===== src/rtl/mem_stage.sv =====
// ARM pipeline MEM stage: pass-through of EXE results plus a word-addressed data
// memory accessed through an IDLE/BUSY/DONE wait-state FSM. ready is held low while
// an access is in flight so the upstream pipeline freezes.
// Optional feature macro: MEM_STAGE_ERR_EN adds the registered memErr output that
// flags out-of-range or misaligned accesses during their DONE cycle.
module mem_stage #(
  parameter int unsigned DEPTH       = 64,   // data memory words, at least 2
  parameter int unsigned BASE_ADDR   = 1024, // byte address of word 0
  parameter int unsigned WAIT_CYCLES = 2     // BUSY cycles per access, 1..15
) (
  input  logic        clk,
  input  logic        rst,
  input  logic        wbEnIn,
  input  logic        memReadEnIn,
  input  logic        memWriteEnIn,
  input  logic [31:0] aluResultIn,
  input  logic [31:0] valRmIn,
  input  logic [3:0]  dstIn,
  output logic        wbEn,
  output logic        memReadEn,
  output logic [31:0] aluResult,
  output logic [3:0]  dst,
  output logic [31:0] memReadValue,
`ifdef MEM_STAGE_ERR_EN
  output logic        memErr,
`endif
  output logic        ready
);

  localparam int unsigned AW = (DEPTH > 1) ? $clog2(DEPTH) : 1;
  localparam logic [3:0] CntInit = 4'(WAIT_CYCLES - 1);

  typedef enum logic [1:0] {StIdle, StBusy, StDone} state_e;

  state_e        state_q, state_d;
  logic [3:0]    cnt_q, cnt_d;
  logic          launch;   // IDLE edge that captures a new request
  logic          finish;   // BUSY edge that performs the memory access

  logic          req;
  logic [31:0]   idx_full;
  logic          in_range;

  logic [AW-1:0] idx_q;
  logic [31:0]   data_q;
  logic          store_q;
  logic          in_range_q;
  logic [31:0]   rd_q;

  logic [31:0]   mem [DEPTH];

  // Pass-through outputs are purely combinational, so they follow inputs even in reset.
  assign wbEn      = wbEnIn;
  assign memReadEn = memReadEnIn;
  assign aluResult = aluResultIn;
  assign dst       = dstIn;

  assign req = memReadEnIn | memWriteEnIn;

  // Wrapping subtract: addresses below the base become huge indices and fall out of range.
  assign idx_full = (aluResultIn - 32'(BASE_ADDR)) >> 2;
  assign in_range = idx_full < 32'(DEPTH);

  // Next-state, wait counter and ready decode.
  always_comb begin
    state_d = state_q;
    cnt_d   = cnt_q;
    ready   = 1'b0;
    launch  = 1'b0;
    finish  = 1'b0;
    unique case (state_q)
      StIdle: begin
        ready = ~req;
        if (req) begin
          launch  = 1'b1;
          cnt_d   = CntInit;
          state_d = StBusy;
        end
      end
      StBusy: begin
        if (cnt_q != 4'd0) begin
          cnt_d = cnt_q - 4'd1;
        end else begin
          finish  = 1'b1;
          state_d = StDone;
        end
      end
      StDone: begin
        ready   = 1'b1;
        state_d = StIdle;
      end
      default: begin
        state_d = StIdle;
      end
    endcase
  end

  // State and counter registers.
  always_ff @(posedge clk) begin
    if (rst) begin
      state_q <= StIdle;
      cnt_q   <= 4'd0;
    end else begin
      state_q <= state_d;
      cnt_q   <= cnt_d;
    end
  end

  // Capture the request; upstream holds it anyway, but the access uses this snapshot.
  always_ff @(posedge clk) begin
    if (launch) begin
      idx_q      <= idx_full[AW-1:0];
      data_q     <= valRmIn;
      store_q    <= memWriteEnIn; // store wins when both enables are high
      in_range_q <= in_range;
    end
  end

  // Memory write; contents survive reset, but a reset edge cancels a pending store.
  always_ff @(posedge clk) begin
    if (!rst && finish && store_q && in_range_q) begin
      mem[idx_q] <= data_q;
    end
  end

  // Load data register; holds its value until the next load completes.
  always_ff @(posedge clk) begin
    if (rst) begin
      rd_q <= 32'd0;
    end else if (finish && !store_q) begin
      rd_q <= in_range_q ? mem[idx_q] : 32'd0;
    end
  end

  assign memReadValue = rd_q;

`ifdef MEM_STAGE_ERR_EN
  logic fault_q;
  logic err_q;

  // Fault flag captured with the request: out of range or not word aligned.
  always_ff @(posedge clk) begin
    if (launch) begin
      fault_q <= ~in_range | (|aluResultIn[1:0]);
    end
  end

  // Set on the access edge, so it is high for exactly the following DONE cycle.
  always_ff @(posedge clk) begin
    if (rst) begin
      err_q <= 1'b0;
    end else begin
      err_q <= finish & fault_q;
    end
  end

  assign memErr = err_q;
`endif

endmodule


===== config.mk =====
export PLATFORM = sky130hd
export DESIGN_NAME = mem_stage
export DESIGN_NICKNAME = d
export VERILOG_FILES = /design/src/rtl/mem_stage.sv
export SDC_FILE = /design/constraint.sdc
export NUM_CORES = 2
export LEC_CHECK = 0
export BUFFER_PORTS_ARGS = -buffer_cell sky130_fd_sc_hd__buf_2
export CAP_MARGIN = 20
export CORE_MARGIN = 2
export CORE_UTILIZATION = 35
export DETAILED_ROUTE_END_ITERATION = 10
export GPL_ROUTABILITY_DRIVEN = 0
export PLACE_DENSITY = 0.56
export SYNTH_ARGS = -nofsm -noshare
export SYNTH_HDL_FRONTEND = slang
export SYNTH_SLANG_ARGS = --single-unit

===== constraint.sdc =====
create_clock -name clk -period 3.3 [get_ports clk]
set_input_delay 0.165 -clock clk [delete_from_list [all_inputs] [get_ports clk]]
set_output_delay 0.165 -clock clk [all_outputs]
set_load 0.02 [all_outputs]

==> impl_metrics.yaml <==
clock_network:
  cts_tree: "built"
  clk_latency_ns: 0.85
  cts.path.max_buffers: 3
  htreeDepth: 4
  clk_pin_slew_ns: 0.06
  numCtsBuffers: 213
  cts_root_buffer: "clkbuf_16"
  clock-sinks: 2132
  cts-resized-gates: 0
synthesis:
  yosys_warnings: 0
  yosysTopAreaCell: "edfxtp_1"
  yosysSeqAreaShare: 0.779
  ys.flop_type: "edfxtp_1"
  synthArstFlopShare: 0
  synth_top_area_frac: 0.768
  synth_seq_cells: 2132
  synthSimpleGateAreaFrac: 0.0199
  synth_xor_area_frac: 0.000322
  yosys.area_share.adder: 0.000307
  syn_area_um2: 81600
  synth_cell_type_count: 69
  syn_inst: 3666
  synth-edff-count: 2088
  synth_top_family_by_area: "multiplexers"
  synth_area_leaders: "edfxtp_1, mux4_2, mux2i_1"
  muxShareOfSynthArea: 0.157
  synth_compound_area_frac: 0.0258
  synth_area_per_cell_um2: 22.3
  syn-num-nets: 3741
setup_path:
  cp-start-kind: "flop"
  path_class: "flop to flop"
  crit_fanout: 22
  arrival_ns: 3.79
  crit_path_end_kind: "flop"
  timing.reg2reg.worst_path_depth: 7
  required_ns: 4.01
  crit_path_top_delay_cell: "dfxtp_4"
  slowest_delay_ns: 0.76
  timing.critical_path.mode_cell: "buf_4"
  critical_path.cell_chain: "buf_4 -> buf_4 -> mux4_2 -> mux2i_1 -> a22o_1 -> o21ai_0 -> a32o_1"
floorplanning:
  dieArea_um2: 237000
  core-area_um2: 232000
  initial_core_util: 0.351
  rows: 177
  io_pins: 144
  die_h_um: 487
  dieWidth_um: 487
timing:
  finalSetupViolations: 0
  grt_setup_unrepaired: "no"
  finalCriticalPeriod_ns: 3.07
  max_freq_mhz: 325
  worstMarginPinSlew_ns: 1.14
  fin_crit_sh: 0.931
  maxSlewHeadroom: 0.218
  holdWs_ns: 0.0558
  fin_worst_skew_ns: 0.0362
  hold_violations: 0
  drv_slew: 0
cells_and_area:
  layout_common_cells: "edfxtp_1, mux4_2, buf_4"
  final_layout_size_suffix_gt1_frac: 0.316
  nFillCells: 20100
  final_cells: 7388
  seqCellArea_um2: 63600
  multiInputGateArea_um2: 17100
  final_common_cell: "edfxtp_1"
  synthToLayoutAreaGrowth_pct: 17.9
  nets: 4228
grt:
  grt_pass1_wl_mm: 320
  grt_use_total: 0.191
  grt_max_degree: 65
  grt_pass1_vias: 41400
  antenna_found_initial: 6
  overflow: 0
outcome:
  status: "complete, no violations"
drt:
  drt_iter0_drc: 4598
  drc_errors: 0
  avgRoutedWirePerCell_um: 30.9
  dr.pass1.iters: 6
  ant_nets: 0
  vias_per_cell: 5.49
  drt_wl_total_mm: 228
  vias: 40600
place:
  io_buffers: 129
  hpwlAfterDp_mm: 136
  place_inst: 6911
worst_hold_path:
  min_path_type: "primary input to flop"
  whs_path_depth: 2
power_and_ir_drop:
  peakVddDrop_mv: 0.536
  powerDensity_nw_per_um2: 643
  power_leakage_nw: 30.4
flow_run:
  drv_cap: 0
layout make-up:
| type | count | area share |
|---|---|---|
| Clock inverter | 108 | 0.0102 |
| Multi-Input combinational cell | 1289 | 0.178 |
| Clock buffer | 294 | 0.0614 |
| Inverter | 9 | 0.000377 |
| Antenna cell | 5 | 0.000130 |
| Sequential cell | 2132 | 0.661 |
| Tap cell | 3043 | 0.0395 |
| Timing Repair Buffer | 508 | 0.0499 |
per-stage QoR:
stage	TNS, ns	worst slack [ns]	area, um2	total power (W)	util
CTS	0	0.126	96300	0.0625	0.414
global placement	0	0.174	88700	0.0387	0.382
finish	0	0.226	96300	0.0620	0.414
floorplan	-520.11	-0.326	81700	0.0357	-
global route	0	0.169	96300	0.0638	0.414
detailed placement	0	0.170	88700	0.0387	0.382
Yosys cell counts, drive strengths merged (8+ instances only):
master   count
a2111oi      8
edfxtp    2088
o221ai      10
nor2b       16
mux4       496
a21oi       32
a22o        20
nor4         9
o211ai      17
o22ai       30
buf        183
nand2b      13
and2         8
a221o        9
nor2        96
inv          8
nand4        8
nand2      101
a221oi      17
a211oi      11
a32oi       12
a31oi       15
o31ai       10
nor3         8
nand3b       9
dfxtp       44
nand3       30
o21ai       47
a22oi       22
a211o       10
mux2i      132
clkbuf      53
mux2        31
or3b        10
logic make-up after synthesis:
logic type                 count (synthesis)
adders and majority gates                  2
and+or+nand+nor                          333
muxes                                    659
AOI/OAI and AO/OA                        292
xor gates and xnor gates                   3
buffers and inverters                    245
DFF                                     2132
worst paths after layout:
check                                                endpoint  slack [ns]                           from
worst min-delay path                     data_q[16]$_DFFE_PP_        0.06                    valRmIn[16]
worst min register to register  memReadValue[24]$_SDFFE_PP0P_        0.50  memReadValue[24]$_SDFFE_PP0P_
worst max-delay path            memReadValue[14]$_SDFFE_PP0P_        0.23                           flop
worst max register to register  memReadValue[14]$_SDFFE_PP0P_        0.23                           flop
critical path: cells and delay by family, from the launching register on:
kind	cells	cell delay [ns]
compound gates	3	0.82
flops	1	0.76
mux	2	0.73
buf+inv	2	0.61
timing repair:
item / CTS / global route
setup buffers: 0 / 0
hold buffers: 70 / 0
endpoints found under the hold margin: 53 / 0
report_power, final:
part	switching, W	internal (W)	total [W]
combinational	0.00450	0.00306	0.00756
clock	0.0103	0.0135	0.0238
sequential	0.000248	0.0303	0.0306
total	0.0151	0.0469	0.0620
per-layer routing:
metal,GRT usage,vias to the layer above,share of wire
met5,0,-,0
met4,0.0524,0,0.027
met3,0.0304,303,0.067
met2,0.312,1625,0.49
met1,0.267,22100,0.42
li1,-,16500,-
flip-flops by register name, indices dropped and copies added (netlist names), named ones only:
| signal | cells |
|---|---|
| cnt_q | 4 |
| memReadValue | 32 |
| mem | 2048 |
| store_q | 1 |
| idx_q | 6 |
| in_range_q | 1 |
| state_q | 2 |
| data_q | 32 |
No activity file was read; power rests on OpenSTA's default activity.
